===== src/rtl/seq_arith_pkg.sv =====
// Shared opcodes, FSM state encoding and flag bit positions for the
// sequential arithmetic unit and its multiplier.
package seq_arith_pkg;

   localparam logic [2:0] OP_NOP = 3'b000;
   localparam logic [2:0] OP_ADD = 3'b001;
   localparam logic [2:0] OP_ADC = 3'b010;
   localparam logic [2:0] OP_SUB = 3'b011;
   localparam logic [2:0] OP_SBB = 3'b100;
   localparam logic [2:0] OP_MUL = 3'b101;
   localparam logic [2:0] OP_CMP = 3'b110;

   typedef enum logic [1:0] {
      ST_IDLE = 2'd0,
      ST_MUL  = 2'd1,
      ST_DONE = 2'd2
   } state_t;

   localparam int FLAG_C     = 0;
   localparam int FLAG_Z     = 1;
   localparam int FLAG_N     = 2;
   localparam int FLAG_V     = 3;
   localparam int FLAG_COUNT = 4;

endpackage


===== src/rtl/seq_mul_shift_add.sv =====
// Iterative unsigned shift-add multiplier, one multiplier bit per cycle.
// The first step is folded into the start edge, so done follows WIDTH steps.
module seq_mul_shift_add #(
   parameter int WIDTH = 16
) (
   input  logic               clk,
   input  logic               rst_n,
   input  logic               start,
   input  logic [WIDTH-1:0]   a,
   input  logic [WIDTH-1:0]   b,
   output logic               busy,
   output logic               done,
   output logic [2*WIDTH-1:0] product
);

   localparam logic [WIDTH-1:0] LAST_COUNT = WIDTH'(WIDTH - 1);

   logic [WIDTH-1:0]   mcand_reg;
   logic [WIDTH-1:0]   count_reg;
   logic [2*WIDTH-1:0] prod_reg;
   logic               busy_reg;
   logic               done_reg;

   // High half accumulates the partial sum, low half holds unconsumed multiplier bits.
   function automatic logic [2*WIDTH-1:0] step(input logic [2*WIDTH-1:0] p,
                                                input logic [WIDTH-1:0]   m);
      logic [WIDTH:0] s;
      s = {1'b0, p[2*WIDTH-1:WIDTH]} + (p[0] ? {1'b0, m} : {(WIDTH+1){1'b0}});
      return {s, p[WIDTH-1:1]};
   endfunction

   always_ff @(posedge clk or negedge rst_n) begin
      if (!rst_n) begin
         mcand_reg <= '0;
         count_reg <= '0;
         prod_reg  <= '0;
         busy_reg  <= 1'b0;
         done_reg  <= 1'b0;
      end else begin
         done_reg <= 1'b0;
         if (busy_reg) begin
            prod_reg  <= step(prod_reg, mcand_reg);
            count_reg <= count_reg + 1'b1;
            if (count_reg == LAST_COUNT) begin
               busy_reg <= 1'b0;
               done_reg <= 1'b1;
            end
         end else if (start) begin
            mcand_reg <= a;
            prod_reg  <= step({{WIDTH{1'b0}}, b}, a);
            count_reg <= WIDTH'(1);
            busy_reg  <= 1'b1;
         end
      end
   end

   assign busy    = busy_reg;
   assign done    = done_reg;
   assign product = prod_reg;

endmodule


===== src/rtl/seq_arith_unit.sv =====
// Registered add/adc/sub/sbb/cmp unit with C/Z/N/V flags and an optional
// iterative unsigned multiplier behind a valid/ready request handshake.
module seq_arith_unit
   import seq_arith_pkg::*;
#(
   parameter int WIDTH  = 16,
   parameter bit MUL_EN = 1'b1
) (
   input  logic             iClock,
   input  logic             iReset,
   input  logic             iValid,
   output logic             oReady,
   input  logic [2:0]       iOpcode,
   input  logic [WIDTH-1:0] iPortA,
   input  logic [WIDTH-1:0] iPortB,
   output logic [WIDTH-1:0] oAccumulator,
   output logic [WIDTH-1:0] oAccHigh,
   output logic             oDone,
   output logic             oCarry,
   output logic             oZero,
   output logic             oNeg,
   output logic             oOvf
);

   state_t                  state_reg;
   logic                    ready_reg;
   logic                    done_reg;
   logic [WIDTH-1:0]        acc_reg;
   logic [WIDTH-1:0]        high_reg;
   logic [FLAG_COUNT-1:0]   flags_reg;

   logic                    accept;
   logic                    mul_start;
   logic                    mul_busy;
   logic                    mul_done;
   logic [2*WIDTH-1:0]      mul_product;

   logic [WIDTH:0]          sum;
   logic [WIDTH:0]          diff;
   logic                    adc_cin;
   logic                    sbb_cin;
   logic [WIDTH-1:0]        alu_result;
   logic [FLAG_COUNT-1:0]   alu_flags;
   logic                    writes_acc;
   logic                    writes_flags;
   logic [FLAG_COUNT-1:0]   mul_flags;

   assign accept    = iValid & ready_reg;
   assign mul_start = MUL_EN && accept && (iOpcode == OP_MUL) && !mul_busy;

   // Carry-in comes from the registered flag, not from any in-flight result.
   assign adc_cin = (iOpcode == OP_ADC) & flags_reg[FLAG_C];
   assign sbb_cin = (iOpcode == OP_SBB) & flags_reg[FLAG_C];
   assign sum     = {1'b0, iPortA} + {1'b0, iPortB} + (WIDTH+1)'(adc_cin);
   assign diff    = {1'b0, iPortA} - {1'b0, iPortB} - (WIDTH+1)'(sbb_cin);

   always_comb begin
      alu_result   = '0;
      alu_flags    = '0;
      writes_acc   = 1'b0;
      writes_flags = 1'b0;
      case (iOpcode)
         OP_ADD, OP_ADC: begin
            alu_result        = sum[WIDTH-1:0];
            alu_flags[FLAG_C] = sum[WIDTH];
            alu_flags[FLAG_V] = (iPortA[WIDTH-1] == iPortB[WIDTH-1]) &&
                                (sum[WIDTH-1] != iPortA[WIDTH-1]);
            writes_acc        = 1'b1;
            writes_flags      = 1'b1;
         end
         OP_SUB, OP_SBB, OP_CMP: begin
            alu_result        = diff[WIDTH-1:0];
            alu_flags[FLAG_C] = diff[WIDTH];
            alu_flags[FLAG_V] = (iPortA[WIDTH-1] != iPortB[WIDTH-1]) &&
                                (diff[WIDTH-1] != iPortA[WIDTH-1]);
            writes_acc        = (iOpcode != OP_CMP);
            writes_flags      = 1'b1;
         end
         default: ;
      endcase
      alu_flags[FLAG_Z] = (alu_result == '0);
      alu_flags[FLAG_N] = alu_result[WIDTH-1];
   end

   always_comb begin
      mul_flags         = '0;
      mul_flags[FLAG_C] = |mul_product[2*WIDTH-1:WIDTH];
      mul_flags[FLAG_V] = |mul_product[2*WIDTH-1:WIDTH];
      mul_flags[FLAG_Z] = (mul_product == '0);
      mul_flags[FLAG_N] = mul_product[WIDTH-1];
   end

   generate
      if (MUL_EN) begin : g_mul
         seq_mul_shift_add #(.WIDTH(WIDTH)) u_mul (
            .clk     (iClock),
            .rst_n   (iReset),
            .start   (mul_start),
            .a       (iPortA),
            .b       (iPortB),
            .busy    (mul_busy),
            .done    (mul_done),
            .product (mul_product)
         );
      end else begin : g_no_mul
         assign mul_busy    = 1'b0;
         assign mul_done    = 1'b0;
         assign mul_product = '0;
      end
   endgenerate

   always_ff @(posedge iClock or negedge iReset) begin
      if (!iReset) begin
         state_reg <= ST_IDLE;
         ready_reg <= 1'b1;
         done_reg  <= 1'b0;
         acc_reg   <= '0;
         high_reg  <= '0;
         flags_reg <= '0;
      end else begin
         done_reg <= 1'b0;
         case (state_reg)
            ST_IDLE: begin
               if (mul_start) begin
                  state_reg <= ST_MUL;
                  ready_reg <= 1'b0;
               end else if (accept) begin
                  // Every other opcode, including NOP and MUL with no multiplier, completes here.
                  done_reg <= 1'b1;
                  if (writes_acc)
                     acc_reg <= alu_result;
                  if (writes_flags)
                     flags_reg <= alu_flags;
               end
            end
            ST_MUL: begin
               if (mul_done)
                  state_reg <= ST_DONE;
            end
            ST_DONE: begin
               acc_reg   <= mul_product[WIDTH-1:0];
               high_reg  <= mul_product[2*WIDTH-1:WIDTH];
               flags_reg <= mul_flags;
               done_reg  <= 1'b1;
               ready_reg <= 1'b1;
               state_reg <= ST_IDLE;
            end
            default: begin
               state_reg <= ST_IDLE;
               ready_reg <= 1'b1;
            end
         endcase
      end
   end

   assign oReady       = ready_reg;
   assign oDone        = done_reg;
   assign oAccumulator = acc_reg;
   assign oAccHigh     = high_reg;
   assign oCarry       = flags_reg[FLAG_C];
   assign oZero        = flags_reg[FLAG_Z];
   assign oNeg         = flags_reg[FLAG_N];
   assign oOvf         = flags_reg[FLAG_V];

endmodule


===== config.mk =====
export PLATFORM = sky130hd
export DESIGN_NAME = seq_arith_unit
export DESIGN_NICKNAME = d
export VERILOG_FILES = /design/src/rtl/seq_arith_pkg.sv /design/src/rtl/seq_mul_shift_add.sv /design/src/rtl/seq_arith_unit.sv
export SDC_FILE = /design/constraint.sdc
export NUM_CORES = 1
export LEC_CHECK = 0
export ABC_AREA = 1
export BUFFER_PORTS_ARGS = -buffer_cell sky130_fd_sc_hd__buf_4
export CELL_PAD_IN_SITES_DETAIL_PLACEMENT = 1
export CELL_PAD_IN_SITES_GLOBAL_PLACEMENT = 2
export CORE_ASPECT_RATIO = 1.2
export CORE_UTILIZATION = 37
export DETAILED_ROUTE_END_ITERATION = 7
export PLACE_DENSITY_LB_ADDON = 0.1
export SKIP_CTS_REPAIR_TIMING = 1
export SYNTH_ARGS = -nofsm -noshare
export SYNTH_HDL_FRONTEND = slang
export SYNTH_SLANG_ARGS = --single-unit

===== constraint.sdc =====
create_clock -name iClock -period 3.74 [get_ports iClock]
set_input_delay 0.374 -clock iClock [delete_from_list [all_inputs] [get_ports iClock]]
set_output_delay 0.374 -clock iClock [all_outputs]
set_load 0.02 [all_outputs]

==> impl_metrics.py <==
metrics = {
    "synth": {
        "synth.ff_latch_count": 106,
        "ys.warnings.count": 0,
        "post_synth_main_area_contributors": "sky130_fd_sc_hd__dfrtp_1, sky130_fd_sc_hd__nand2_1, sky130_fd_sc_hd__ha_1, sky130_fd_sc_hd__inv_1, sky130_fd_sc_hd__a21oi_1",
        "average_footprint_of_a_synthesized_cell_um2": 6.894,
        "ys_seq_area_frac": 0.3353,
        "syn-cell-area_um2": 7914,
        "synth_edf_count": 0,
        "synth_largest_type_area_fraction": 0.3320,
        "synthMostInstantiatedCell": "sky130_fd_sc_hd__nand2_1",
        "synth-async-reset-ratio": 1.000,
        "postSynthNetCount": 1254,
        "netlist_top_cells_count": "sky130_fd_sc_hd__nand2_1, sky130_fd_sc_hd__inv_1, sky130_fd_sc_hd__dfrtp_1, sky130_fd_sc_hd__a21oi_1, sky130_fd_sc_hd__o21ai_0",
        "post-synth-top-area-cell": "sky130_fd_sc_hd__dfrtp_1",
        "synth_cell_types": 44,
        "synth_flop_cell": "sky130_fd_sc_hd__dfrtp_1",
        "synth_cells": 1148,
    },
    "cells_and_area": {
        "stdcell_area_um2": 9035,
        "fill_cells": 2754,
        "final_layout_size_suffix_gt1_frac": 0.09262,
        "diodes": 0,
        "regArea_um2": 2654,
        "largest_register_ff_count": 32,
        "syn2layout_area_growth_pct": 14.17,
        "layout.nets": 1321,
        "multi_input_comb_area_um2": 4352,
    },
    "detailed_routing": {
        "per_cell_routed_wire_length_um": 18.56,
        "drt-initial-drc-count": 289,
        "routed_wirelength_mm": 27.66,
        "drt_pre_antenna_iters": 5,
        "remaining_drc_errors": 0,
        "vias": 7690,
        "route.detailed.vias_per_inst": 5.161,
        "route.antenna.remaining_nets": 0,
    },
    "clocking": {
        "cts_made_buffers": 9,
        "cts_tree": "yes",
        "cts.clk_slew.worst_paths_ps": 80,
        "cts_root_buffer": "sky130_fd_sc_hd__clkbuf_16",
        "ctsHtreeMaxLevel": 3,
        "clock_path_buffers": 2,
        "insertion_delay_ps": 350,
        "number_of_clock_sinks_seen_by_cts": 106,
    },
    "floorplan": {
        "core.rowCount": 58,
        "floorplan_core_area_um2": 20970,
        "die_width_um": 135.5,
        "start_util": 0.3773,
        "design.portCount": 76,
        "die_area_um2": 21980,
        "die_outline_height_um": 162.2,
    },
    "pwr": {
        "power_density_nw_per_um2": 305.3,
        "power.sequential.fraction": 0.420,
        "leakagePower_uw": 0.005022,
        "clockPowerShare": 0.335,
        "cell_internal_pwr_uw": 1833,
        "switchingPower_uw": 925.6,
        "irDropWorstVdd_mv": 0.2638,
        "switching_share": 0.3355,
        "p_comb_frac": 0.244,
    },
    "placed_design": {
        "dpl-instance-area_um2": 8755,
        "detailed_placement_wirelength_estimate_mm": 22.51,
        "globalplace.congestion": 0.8805,
        "port_buffers": 75,
    },
    "flow_run": {
        "maxCapViolations": 0,
    },
    "timing": {
        "tns_ps": 0,
        "worstMarginPinSlew_ps": 949.1,
        "timing_hold_violations_final": 0,
        "grt_setup_unrepaired": "false",
        "achievable-frequency_ghz": 0.3363,
        "period_needed_ps": 2974,
        "number_of_setup_violations_in_the_final_report": 0,
        "finalCritPeriodShare": 0.7951,
        "slew_viol_final": 0,
        "whs_ps": 97.26,
        "fin_worst_skew_ps": 12.99,
        "slew_headroom": 0.3649,
    },
    "grt": {
        "gr-total-overflow": 0,
        "globalRouteTotalUtil": 0.2643,
        "first_pass_grt_wire_length_mm": 43.95,
        "first_global_vias": 8150,
        "pin_count_of_the_biggest_net_entering_global_routing": 61,
        "initial_antenna_violation_count": 0,
    },
    "critical_path": {
        "rr_startpoint": "flags_reg[0]$_DFFE_PN0P_",
        "critPathKind": "reg2reg",
        "timing.critical_path.required_ps": 4010,
        "cp_data_arrival_time_ps": 3250,
        "worstSetupStartpoint": "flags_reg[0]$_DFFE_PN0P_",
        "end_kind": "flip-flop",
        "critical_path_source_type": "flip-flop",
        "timing.critical_path.fanout_max": 3,
    },
    "status": {
        "outcome": "finished clean",
    },
    "hold_path": {
        "timing.hold.worst.class": "in2async",
    },
}
placed cells by master, fill, tap and decap left out, drive strengths merged:
cell	instances
a211oi	1
nor2	73
a22oi	16
nand3b	5
buf	84
a22o	1
nand3	79
clkinv	5
o2111ai	1
fa	5
o21ai	82
nand4	21
a31oi	4
a21boi	1
a21o	2
nor3	6
or2	3
clkbuf	10
a41oi	1
inv	209
o21bai	4
nor3b	1
dfrtp	105
xnor2	2
o221ai	11
nor4	7
o21a	1
a21oi	85
xor2	8
dfstp	1
ha	63
o211ai	3
nand2	319
o31ai	1
per-layer routing:
metal,part of all wire,up-vias,global-route usage
met1,0.45,3696,0.3354
met4,0.032,0,0.09499
met2,0.50,108,0.4639
met5,0,-,0
met3,0.018,46,0.02310
li1,-,3840,-
per-stage QoR:
step           setup WS (ps)  std cells    util  total power, uW
2_1_floorplan           1222       1148       -             1592
3_3_place_gp           734.6       1474  0.4174             1853
3_5_place_dp           629.4       1474  0.4174             1858
4_1_cts                778.6       1490  0.4308             2781
5_1_grt                549.8       1490  0.4308             2898
6_report               766.3       1490  0.4308             2759
cells by family after synthesis:
logic type,share of synthesized area
flops,0.3353
xor+xnor,0.01107
fa+ha+maj,0.1123
compound gates,0.1540
simple gates,0.2719
buf+inv,0.1154
power groups by stage:
stage / combinational [uW] / sequential (uW) / clock, uW
final: 674 / 1160 / 925
after global routing: 760 / 1160 / 977
after CTS: 679 / 1160 / 942
after detailed placement: 676 / 1180 / 0
after global placement: 670 / 1180 / 0
after floorplan: 402 / 1190 / 0
area by class of cell:
cell class              count  area share
clock buffers              10     0.02534
clock inverters             6    0.005678
inverters                 208     0.08641
multi-input cells         806      0.4817
flip-flops and latches    106      0.2937
well taps                 270     0.03739
repair buffers             84     0.06980
worst max-delay path, cell delays in order, from the launching register on:
cell	delay, ps
sky130_fd_sc_hd__dfrtp_1	450
sky130_fd_sc_hd__buf_4	200
sky130_fd_sc_hd__nand2_1	70
sky130_fd_sc_hd__fa_1	420
sky130_fd_sc_hd__fa_1	440
sky130_fd_sc_hd__inv_1	70
sky130_fd_sc_hd__nand2_1	70
sky130_fd_sc_hd__nand2_1	100
sky130_fd_sc_hd__nand2_1	120
sky130_fd_sc_hd__nand2_1	130
sky130_fd_sc_hd__nand3b_1	90
sky130_fd_sc_hd__nand3_1	110
sky130_fd_sc_hd__nand2_1	90
sky130_fd_sc_hd__nor2_1	110
sky130_fd_sc_hd__nand3_1	80
sky130_fd_sc_hd__nor2_1	110
sky130_fd_sc_hd__nand3_1	90
sky130_fd_sc_hd__a21oi_1	130
worst paths after layout:
kind	end	slack, ps	cells past startpoint
max	flags_reg[1]$_DFFE_PN0P_	770	17
min	g_mul.u_mul.product[28]$_DFFE_PN0P_	100	1
max reg2reg	flags_reg[1]$_DFFE_PN0P_	770	17
min reg2reg	oAccHigh[11]$_DFFE_PN0P_	490	2
max in group asynchronous	g_mul.u_mul.product[9]$_DFFE_PN0P_	2770	2
min in group iClock	g_mul.u_mul.product[1]$_DFFE_PN0P_	260	3
No activity file was read; power rests on OpenSTA's default activity.
